$ cat src/rtl/data_tx_pkg.sv
// rtl/data_tx_pkg.sv - shared types, constants and helpers for the data TX serializer
//
// Contents:
//   tx_state_e          FSM state encoding (IDLE=0, HEADER=1, TRANSMIT=2)
//   DEFAULT_HEADER_BYTE default sync/header byte value
//   clog2_min1()        ceil(log2(value)), never less than 1, for index widths
package data_tx_pkg;

    typedef enum logic [1:0] {
        IDLE     = 2'd0,
        HEADER   = 2'd1,
        TRANSMIT = 2'd2
    } tx_state_e;

    localparam logic [7:0] DEFAULT_HEADER_BYTE = 8'hA5;

    // A one-byte word still needs a 1-bit index register, hence the floor of 1.
    function automatic int clog2_min1(input int value);
        int r;
        r = 0;
        for (int i = 0; i < 31; i++) begin
            if ((1 << i) < value) begin
                r = i + 1;
            end
        end
        return (r < 1) ? 1 : r;
    endfunction

endpackage

$ cat src/rtl/data_tx_serializer_if.sv
// rtl/data_tx_serializer_if.sv - FIFO-side and UART-side handshake bundle of the serializer
//
// Signals:
//   FIFOData / FIFODataValid / ReadyToRead   word input from the acquisition FIFO
//   Flush                                    synchronous abort of the current word
//   DataOut / UARTRequestToSend / UARTDataLoaded  byte handshake towards the UART
//   Busy / WordCount                         status readback
// Modports:
//   master  drives FIFO data, Flush and UARTDataLoaded (environment side)
//   slave   the serializer itself
interface data_tx_serializer_if #(
    parameter int WORD_WIDTH = 32,
    parameter int BYTE_WIDTH = 8,
    parameter int CNT_WIDTH  = 16
);
    logic [WORD_WIDTH-1:0] FIFOData;
    logic                  FIFODataValid;
    logic                  ReadyToRead;
    logic                  Flush;
    logic [BYTE_WIDTH-1:0] DataOut;
    logic                  UARTRequestToSend;
    logic                  UARTDataLoaded;
    logic                  Busy;
    logic [CNT_WIDTH-1:0]  WordCount;

    modport master (
        output FIFOData, FIFODataValid, Flush, UARTDataLoaded,
        input  ReadyToRead, DataOut, UARTRequestToSend, Busy, WordCount
    );

    modport slave (
        input  FIFOData, FIFODataValid, Flush, UARTDataLoaded,
        output ReadyToRead, DataOut, UARTRequestToSend, Busy, WordCount
    );

endinterface

$ cat src/rtl/tx_byte_shifter.sv
// rtl/tx_byte_shifter.sv - word shift register presenting one byte at a time
//
// Ports:
//   i_clk, i_rst_n  clock, asynchronous active-low reset
//   i_load, i_data  capture a new word
//   i_shift         advance to the next byte (zero-fill)
//   i_clear         discard the word (highest priority)
//   o_byte          byte currently at the output end of the register
module tx_byte_shifter #(
    parameter int WORD_WIDTH = 32,
    parameter int BYTE_WIDTH = 8,
    parameter int MSB_FIRST  = 1
) (
    input  logic                  i_clk,
    input  logic                  i_rst_n,
    input  logic                  i_load,
    input  logic [WORD_WIDTH-1:0] i_data,
    input  logic                  i_shift,
    input  logic                  i_clear,
    output logic [BYTE_WIDTH-1:0] o_byte
);
    logic [WORD_WIDTH-1:0] r_shift;

    always_ff @(posedge i_clk or negedge i_rst_n) begin
        if (!i_rst_n) begin
            r_shift <= '0;
        end else if (i_clear) begin
            r_shift <= '0;
        end else if (i_load) begin
            r_shift <= i_data;
        end else if (i_shift) begin
            // Shifting by the full width when WORD_WIDTH==BYTE_WIDTH yields zero.
            if (MSB_FIRST != 0) begin
                r_shift <= r_shift << BYTE_WIDTH;
            end else begin
                r_shift <= r_shift >> BYTE_WIDTH;
            end
        end
    end

    generate
        if (MSB_FIRST != 0) begin : g_msb
            assign o_byte = r_shift[WORD_WIDTH-1 -: BYTE_WIDTH];
        end else begin : g_lsb
            assign o_byte = r_shift[BYTE_WIDTH-1:0];
        end
    endgenerate

endmodule

$ cat src/rtl/data_tx_serializer.sv
// rtl/data_tx_serializer.sv - FIFO word to UART byte serializer with optional header
//
// Ports:
//   Clk, Reset_n  clock, asynchronous active-low reset
//   bus           data_tx_serializer_if.slave: FIFO word input, UART byte
//                 handshake, Flush, Busy and WordCount status
// All outputs decode registered state only; UARTDataLoaded never reaches an
// output combinationally.
module data_tx_serializer
    import data_tx_pkg::*;
#(
    parameter int                    WORD_WIDTH  = 32,
    parameter int                    BYTE_WIDTH  = 8,
    parameter int                    MSB_FIRST   = 1,
    parameter int                    HEADER_EN   = 0,
    parameter logic [BYTE_WIDTH-1:0] HEADER_BYTE = BYTE_WIDTH'(DEFAULT_HEADER_BYTE),
    parameter int                    CNT_WIDTH   = 16
) (
    input  logic                Clk,
    input  logic                Reset_n,
    data_tx_serializer_if.slave bus
);
    localparam int BYTES = WORD_WIDTH / BYTE_WIDTH;
    localparam int IDX_W = clog2_min1(BYTES);
    localparam logic [IDX_W-1:0] LAST_IDX = IDX_W'(BYTES - 1);

    tx_state_e             r_state;
    tx_state_e             w_state_next;
    logic [IDX_W-1:0]      r_byte_idx;
    logic [CNT_WIDTH-1:0]  r_word_count;
    logic                  w_load;
    logic                  w_shift;
    logic                  w_clear;
    logic                  w_idx_clr;
    logic                  w_idx_inc;
    logic                  w_cnt_inc;
    logic [BYTE_WIDTH-1:0] w_byte;

    tx_byte_shifter #(
        .WORD_WIDTH (WORD_WIDTH),
        .BYTE_WIDTH (BYTE_WIDTH),
        .MSB_FIRST  (MSB_FIRST)
    ) u_shifter (
        .i_clk   (Clk),
        .i_rst_n (Reset_n),
        .i_load  (w_load),
        .i_data  (bus.FIFOData),
        .i_shift (w_shift),
        .i_clear (w_clear),
        .o_byte  (w_byte)
    );

    always_ff @(posedge Clk or negedge Reset_n) begin
        if (!Reset_n) begin
            r_state      <= IDLE;
            r_byte_idx   <= '0;
            r_word_count <= '0;
        end else begin
            r_state <= w_state_next;
            if (w_idx_clr) begin
                r_byte_idx <= '0;
            end else if (w_idx_inc) begin
                r_byte_idx <= r_byte_idx + 1'b1;
            end
            if (w_cnt_inc) begin
                r_word_count <= r_word_count + 1'b1;
            end
        end
    end

    // Flush is checked first so it wins over both a load and a word accept.
    always_comb begin
        w_state_next = r_state;
        w_load       = 1'b0;
        w_shift      = 1'b0;
        w_clear      = 1'b0;
        w_idx_clr    = 1'b0;
        w_idx_inc    = 1'b0;
        w_cnt_inc    = 1'b0;
        if (bus.Flush) begin
            w_state_next = IDLE;
            w_clear      = 1'b1;
            w_idx_clr    = 1'b1;
        end else begin
            case (r_state)
                IDLE: begin
                    if (bus.FIFODataValid) begin
                        w_load       = 1'b1;
                        w_idx_clr    = 1'b1;
                        w_state_next = (HEADER_EN != 0) ? HEADER : TRANSMIT;
                    end
                end
                HEADER: begin
                    if (bus.UARTDataLoaded) begin
                        w_state_next = TRANSMIT;
                    end
                end
                TRANSMIT: begin
                    if (bus.UARTDataLoaded) begin
                        w_shift = 1'b1;
                        if (r_byte_idx == LAST_IDX) begin
                            // Clearing rather than incrementing keeps the
                            // index in range when BYTES is not a power of two.
                            w_idx_clr    = 1'b1;
                            w_cnt_inc    = 1'b1;
                            w_state_next = IDLE;
                        end else begin
                            w_idx_inc = 1'b1;
                        end
                    end
                end
                default: begin
                    w_state_next = IDLE;
                    w_clear      = 1'b1;
                    w_idx_clr    = 1'b1;
                end
            endcase
        end
    end

    always_comb begin
        bus.DataOut = '0;
        case (r_state)
            HEADER:   bus.DataOut = HEADER_BYTE;
            TRANSMIT: bus.DataOut = w_byte;
            default:  bus.DataOut = '0;
        endcase
    end

    assign bus.UARTRequestToSend = (r_state == HEADER) || (r_state == TRANSMIT);
    assign bus.Busy              = (r_state != IDLE);
    assign bus.ReadyToRead       = (r_state == IDLE);
    assign bus.WordCount         = r_word_count;

endmodule

$ cat src/flat_wrapper.sv
// flat-port wrapper written by rule: the top's interface ports become plain ports
module data_tx_serializer_flat import data_tx_pkg::*;
#(
    parameter int                    WORD_WIDTH  = 32,
    parameter int                    BYTE_WIDTH  = 8,
    parameter int                    MSB_FIRST   = 1,
    parameter int                    HEADER_EN   = 0,
    parameter logic [BYTE_WIDTH-1:0] HEADER_BYTE = BYTE_WIDTH'(DEFAULT_HEADER_BYTE),
    parameter int                    CNT_WIDTH   = 16
)
  (Clk, Reset_n, bus_FIFOData, bus_FIFODataValid, bus_Flush, bus_UARTDataLoaded, bus_ReadyToRead, bus_DataOut, bus_UARTRequestToSend, bus_Busy, bus_WordCount);
  data_tx_serializer_if #(.WORD_WIDTH(WORD_WIDTH), .BYTE_WIDTH(BYTE_WIDTH), .CNT_WIDTH(CNT_WIDTH)) bus_i ();
  input  logic Clk;
  input  logic Reset_n;
  input wire logic [$bits(bus_i.FIFOData)-1:0] bus_FIFOData;
  input wire logic [$bits(bus_i.FIFODataValid)-1:0] bus_FIFODataValid;
  input wire logic [$bits(bus_i.Flush)-1:0] bus_Flush;
  input wire logic [$bits(bus_i.UARTDataLoaded)-1:0] bus_UARTDataLoaded;
  output wire logic [$bits(bus_i.ReadyToRead)-1:0] bus_ReadyToRead;
  output wire logic [$bits(bus_i.DataOut)-1:0] bus_DataOut;
  output wire logic [$bits(bus_i.UARTRequestToSend)-1:0] bus_UARTRequestToSend;
  output wire logic [$bits(bus_i.Busy)-1:0] bus_Busy;
  output wire logic [$bits(bus_i.WordCount)-1:0] bus_WordCount;
  assign bus_i.FIFOData = bus_FIFOData;
  assign bus_i.FIFODataValid = bus_FIFODataValid;
  assign bus_i.Flush = bus_Flush;
  assign bus_i.UARTDataLoaded = bus_UARTDataLoaded;
  assign bus_ReadyToRead = bus_i.ReadyToRead;
  assign bus_DataOut = bus_i.DataOut;
  assign bus_UARTRequestToSend = bus_i.UARTRequestToSend;
  assign bus_Busy = bus_i.Busy;
  assign bus_WordCount = bus_i.WordCount;
  data_tx_serializer #(.WORD_WIDTH(WORD_WIDTH), .BYTE_WIDTH(BYTE_WIDTH), .MSB_FIRST(MSB_FIRST), .HEADER_EN(HEADER_EN), .HEADER_BYTE(HEADER_BYTE), .CNT_WIDTH(CNT_WIDTH)) u_core (.Clk(Clk), .Reset_n(Reset_n), .bus(bus_i));
endmodule
$ cat config.mk
export PLATFORM = sky130hd
export DESIGN_NAME = data_tx_serializer_flat
export DESIGN_NICKNAME = d
export VERILOG_FILES = /design/src/rtl/data_tx_pkg.sv /design/src/rtl/data_tx_serializer_if.sv /design/src/rtl/tx_byte_shifter.sv /design/src/rtl/data_tx_serializer.sv /design/src/flat_wrapper.sv
export SDC_FILE = /design/constraint.sdc
export NUM_CORES = 1
export LEC_CHECK = 0
export BUFFER_PORTS_ARGS = -buffer_cell sky130_fd_sc_hd__buf_4
export CORE_ASPECT_RATIO = 0.9
export CORE_MARGIN = 2
export CORE_UTILIZATION = 55
export CTS_BUF_LIST = sky130_fd_sc_hd__clkbuf_2
export CTS_CLUSTER_DIAMETER = 200
export DETAILED_ROUTE_END_ITERATION = 6
export GPL_ROUTABILITY_DRIVEN = 0
export PLACE_DENSITY = 0.83
export SKIP_LAST_GASP = 1
export SYNTH_ARGS = -nofsm -noshare
export SYNTH_HDL_FRONTEND = slang
export SYNTH_HIERARCHICAL = 1
export SYNTH_SLANG_ARGS = --single-unit
$ cat constraint.sdc
create_clock -name Clk -period 1.8 [get_ports Clk]
set_input_delay 0.09 -clock Clk [delete_from_list [all_inputs] [get_ports Clk]]
set_output_delay 0.09 -clock Clk [all_outputs]
set_load 0.01 [all_outputs]
# ---- Word level (Yosys, flattened, before mapping)
# Index checks and enable logic that the tools add are counted.
dict set report op_classes {
  n_reduce_logical 7
  mul 0
  div_mod_pow 0
  mux 30
  eq_ne 7
  bitwise_logic 0
  n_lt_le_gt_ge 0
  shifts 0
  add_sub_neg 2
}
# cell count
set op_table {}
lappend op_table {{$mux W32} 3}
lappend op_table {{$mux W1} 17}
lappend op_table {{$add A16 B1 Y16 const B} 1}
lappend op_table {{$pmux W8 S2} 1}
lappend op_table {{$mux W2} 7}
lappend op_table {{$ne A3 B3 Y1 const B} 3}
lappend op_table {{$pmux W2 S3} 1}
lappend op_table {{$eq A2 B2 Y1 const B} 2}
lappend op_table {{$reduce_and A4 Y1} 1}
lappend op_table {{$reduce_bool A2 Y1} 2}
lappend op_table {{$ne A3 B2 Y1 const B} 1}
lappend op_table {{$pmux W1 S3} 1}
lappend op_table {{$reduce_bool A3 Y1} 1}
lappend op_table {{$reduce_or A3 Y1} 1}
lappend op_table {{$add A2 B1 Y2 const B} 1}
lappend op_table {{$eq A2 B1 Y1 const B} 1}
lappend op_table {{$logic_not A2 Y1} 1}
lappend op_table {{$logic_or A1 B1 Y1} 1}
dict set report word_totals {
  memories 0
  mem_bits_rw 0
  ff_bits 52
  elab_cells 50
  output_inout_bits 27
  rom_bits 0
  latchBits 0
}

# ---- Depth between registers and ports, before layout
dict set report logic_depth {
  depth_word 7
  mapped_depth 6
  ltp_nobuf 5
}

# ---- Hierarchy
# Netlist, hierarchy kept.
# module seq_area_each_um2 instances area_each_um2 cells_each
set modules_own_cells {}
lappend modules_own_cells {tx_byte_shifter 800.8 1 1654.1 150}
lappend modules_own_cells {data_tx_serializer 475.5 1 969.7 90}

# ---- Worst setup path before layout
# No wires, ideal clock.
dict set report synth_timing {
  kind {register to register}
  from {reg u_core.r_state[1]}
  to {reg u_core.u_shifter.r_shift[10]}
  path_slack_ns 0.071
  setup_time_ns 0.094
  t_arrival_ns 1.635
  n_path_buf 2
  stages_incl_launch_ff 6
  path_cell_list {dfrtp_1 > clkbuf_1 > nor3b_1 > inv_1 > buf_1 > a211oi_1}
}
dict set report synth_via {
  elab_chain_cells 5
}
# item line
set synth_rtl {}
lappend synth_rtl {{start, declared} data_tx_serializer.sv:27} ;# tx_state_e r_state;
lappend synth_rtl {{start signal, assigned} data_tx_serializer.sv:59} ;# r_state <= w_state_next;
lappend synth_rtl {{$logic_not A2 Y1 (*)} data_tx_serializer.sv:85} ;# case (r_state)
lappend synth_rtl {{$mux W1 (*)} data_tx_serializer.sv:85}
lappend synth_rtl {{$mux W1 (*)} data_tx_serializer.sv:80} ;# if (bus.Flush) begin
lappend synth_rtl {{net u_core.w_load} data_tx_serializer.sv:31} ;# logic w_load;
lappend synth_rtl {{$mux W32} tx_byte_shifter.sv:29} ;# end else if (i_load) begin
lappend synth_rtl {{$mux W32} tx_byte_shifter.sv:27} ;# end else if (i_clear) begin
lappend synth_rtl {{end signal, assigned} tx_byte_shifter.sv:30} ;# r_shift <= i_data;
lappend synth_rtl {{end signal, assigned} tx_byte_shifter.sv:34} ;# r_shift <= r_shift << BYTE_WIDTH;
lappend synth_rtl {{end signal, assigned} tx_byte_shifter.sv:36} ;# r_shift <= r_shift >> BYTE_WIDTH;
lappend synth_rtl {{end, declared} tx_byte_shifter.sv:22} ;# logic [WORD_WIDTH-1:0] r_shift;
# Mark *: on every way through the listed nets, which the timed path passes. The rest lies on a longest branch.
# A chain may end at the register's enable or synchronous reset.

# ---- Worst setup path after layout
dict set report layout_timing {
  from {reg u_core.r_byte_idx[0]}
  to {reg u_core.r_word_count[10] (netlist: u_core/bus.WordCount[10])}
}
dict set report layout_via {
  elab_chain_cells 5
}
# item line
set layout_rtl {}
lappend layout_rtl {{start, declared} data_tx_serializer.sv:29} ;# logic [IDX_W-1:0] r_byte_idx;
lappend layout_rtl {{start signal, assigned} data_tx_serializer.sv:63} ;# r_byte_idx <= r_byte_idx + 1'b1;
lappend layout_rtl {{$eq A2 B2 Y1} data_tx_serializer.sv:101} ;# if (r_byte_idx == LAST_IDX) begin
lappend layout_rtl {{$mux W1} data_tx_serializer.sv:101}
lappend layout_rtl {{$mux W1} data_tx_serializer.sv:99} ;# if (bus.UARTDataLoaded) begin
lappend layout_rtl {{$mux W1} data_tx_serializer.sv:85}
lappend layout_rtl {{$mux W1} data_tx_serializer.sv:80}
lappend layout_rtl {{end signal, assigned} data_tx_serializer.sv:66} ;# r_word_count <= r_word_count + 1'b1;
lappend layout_rtl {{end, declared} data_tx_serializer.sv:30} ;# logic [CNT_WIDTH-1:0] r_word_count;
# Every way passes these cells.

==> results.sh <==
export IMPL_vias=2048
export IMPL_dr_first_iter_drc_count=104
export IMPL_synth_common_cells="51 x dfrtp_1, 25 x nor2b_1, 24 x a211oi_1, 24 x mux2i_1, 21 x nand2_1"
export IMPL_syn_area_um2=2620
export IMPL_grt_total_usage_pct=22.2
export IMPL_path_delay_family="simple AND/OR/NAND/NOR gates"
export IMPL_setup_ws_ns=0.0926
export IMPL_synthTopCellsByArea="dfrtp_1 49%, mux2i_1 9.2%, a211oi_1 6.9%"
export IMPL_crit_slowest_cell="dfrtp_1"
export IMPL_startpoint="u_core/r_byte_idx[0]"
export IMPL_avgSynthCellArea_um2=10.9
export IMPL_worstRegToRegCells=5
export IMPL_clk_pin_slew_ns=0.23
export IMPL_cp_depth=5
export IMPL_p_leak_nw=1.61
export IMPL_die_area_um2=5340
export IMPL_portBuffers=63
export IMPL_finalSetupViolations=0
export IMPL_antennaDiodeCount=0
export IMPL_die_w_um=76.8
export IMPL_r2r_end="u_core/bus.WordCount[10]"
export IMPL_ys_seq_area_share_pct=48.6
export IMPL_synth_top_area_cell="dfrtp_1"
export IMPL_cts_tree="built"
export IMPL_r2r_slack_ns=0.09
export IMPL_worst_pin_slew_ns=0.773
export IMPL_io_pins=64
export IMPL_wl_per_cell_um=14.4
export IMPL_r2r_start="u_core/r_byte_idx[0]"
export IMPL_hold_viol_final=0
export IMPL_fin_crit_ns=1.71
export IMPL_holdPathStages=3
export IMPL_synth_nets=279
export IMPL_syn_inst=240
export IMPL_via_per_inst=5.26
export IMPL_slowest_delay_ns=0.45
export IMPL_skew_ns=0.0127
export IMPL_post_synth_top_count_cell="dfrtp_1"
export IMPL_routed_wl_um=5610
export IMPL_worstPathCellList="ha_1 > nand4b_4 > nor4_2 > nand2_1 > xnor2_1"
export IMPL_synth_seq_cells=51
export IMPL_drt_pass1_iterations=4
export IMPL_end_kind="flip-flop"
export IMPL_hold_start="bus_FIFOData[13]"
export IMPL_yosysWarnings=6
export IMPL_crit_type="flip-flop to flip-flop"
export IMPL_path_buf_inv=0
export IMPL_remaining_drc_errors=0
export IMPL_antenna_left=0
export IMPL_grt_max_degree=52
export IMPL_final_nets=365
export IMPL_cp_arrival_ns=2.04
export IMPL_overflow=0
export IMPL_outcome="complete, no violations"
export IMPL_min_to="u_core/u_shifter/r_shift[13]"
export IMPL_fmax_mhz=586
export IMPL_clock_root_buffer="clkbuf_2"
export IMPL_clock_sinks=51
export IMPL_h_tree_depth=2
export IMPL_antenna_found_initial=0
export IMPL_grt_pass1_wl_um=9470
export IMPL_powerDensity_nw_per_um2=572
export IMPL_hp_class="primary input to flip-flop"
export IMPL_cp_start_kind="flip-flop"
export IMPL_cts_buffers=5
export IMPL_std_cell_rows=23
export IMPL_slew_viol_final=0
export IMPL_worstPathRequired_ns=2.13
export IMPL_finalCritPeriodShare_pct=94.9
export IMPL_maxSlewHeadroom_pct=48.4
export IMPL_clock_latency_ns=0.41
export IMPL_start_util_pct=58.1
export IMPL_tns_ns=0
export IMPL_die_y_um=69.5
export IMPL_fillers=307
export IMPL_rsz0062_at_grt="no"
export IMPL_place_worst_setup_slack_ns=0.131
export IMPL_cp_max_fo=6
export IMPL_drv_cap=0
export IMPL_synth_cell_types=29
export IMPL_netlist_area_leader_share_pct=48.6
export IMPL_post_cts_buffers=0
export IMPL_coreArea_um2=4520
export IMPL_synth_ff_type="dfrtp_1"
export IMPL_area_delta_synth_final_pct=32.1
export IMPL_grt_pass1_vias=2046
export IMPL_vdd_drop_max_v=0.000549
export IMPL_clockBufferDepth=2
export IMPL_async_flop_share_pct=100
export IMPL_drive_gt1_share_pct=25.1
export IMPL_dp_hpwl_um=3630
export IMPL_synth_edf_count=0
[registers in the layout, summed over array words and instances (netlist names)]
register and flops:
u_core/bus.WordCount 16, u_core/r_byte_idx 2, u_core/r_state 1, u_core/u_shifter/r_shift 32
[where the power goes]
group	internal, mW	leakage, nW	switching (mW)
sequential	1.19	0.696	0.0314
clock	0.106	0.0330	0.332
combinational	0.181	0.880	0.143
total	1.48	1.61	0.506
[cell usage in the layout, fill, tap and decap left out, types with 4 or more instances in the layout]
cell / instances
clkbuf_2: 7
xnor2_1: 11
mux2i_1: 24
nor2_1: 5
nor2b_1: 25
nand3_1: 5
a211oi_1: 24
xor2_1: 4
and2_1: 8
or3b_1: 8
nand2_1: 21
dlygate4sd3_1: 34
buf_4: 67
a21oi_1: 10
dfrtp_1: 51
[tightest hold or removal path: cells and delay by family]
family	cells	cell delay [ns]
AO/OA/AOI/OAI	1	0.07
buffers and inverters	1	0.11
AND/OR/NAND/NOR	1	0.15
[layer usage]
metal,GRT usage (%),routed length [µm],vias to the layer above
met3,3.52,203,8
met5,0,0,-
met2,36.7,2760,49
met4,8.89,93,0
met1,29.3,2550,991
li1,-,-,1000
[worst max path at each step]
stage / endpoint / slack (ns)
2_1_floorplan: u_core/u_shifter/r_shift[10] / 0.07
3_3_place_gp: u_core/bus.WordCount[15] / 0.20
3_5_place_dp: u_core/bus.WordCount[13] / 0.13
4_1_cts: u_core/bus.WordCount[13] / 0.10
5_1_grt: u_core/u_shifter/r_shift[30] / 0.02
6_report: u_core/bus.WordCount[10] / 0.09
[stage by stage]
stage | hold WS, ns | std cells | utilization (%) | total power, mW | instance area [µm²]
after floorplan | -0.206 | 240 | - | 1.38 | 2620
after global placement | 0.147 | 347 | 68.3 | 1.50 | 3090
after detailed placement | 0.147 | 347 | 68.3 | 1.51 | 3090
after CTS | 0.00318 | 389 | 76.7 | 2.00 | 3470
after global routing | 0.0120 | 389 | 76.7 | 2.08 | 3470
final | 0.0327 | 389 | 76.7 | 1.98 | 3470
[what timing repair did]
item | in CTS | in global routing
endpoints found under the hold margin | 85 | 0
gates resized for setup | 0 | 0
hold buffers | 34 | 0
endpoints found under the setup margin | 0 | 1
[cell families (layout without fill, tap and decap cells)]
| family | count (synthesis) | in the layout | share of synthesized area (%) |
|---|---|---|---|
| muxes | 24 | 24 | 9.16 |
| xor gates and xnor gates | 15 | 15 | 5.01 |
| AOI/OAI and AO/OA | 37 | 37 | 9.49 |
| adders and majority gates | 2 | 2 | 0.954 |
| buffers and inverters | 26 | 113 | 6.15 |
| DFF | 51 | 51 | 48.6 |
| and+or+nand+nor | 85 | 85 | 20.6 |
[cell type report]
class	instances	area [µm²]	area share [%]
clock inverter	1	5.00	0.144
timing repair buffer	102	863	24.9
tap	62	77.6	2.24
sequential	51	1280	36.8
clock buffer	7	35.0	1.01
multi-input combinational	163	1200	34.6
inverter	3	11.3	0.325
No activity file was read; power rests on OpenSTA's default activity.
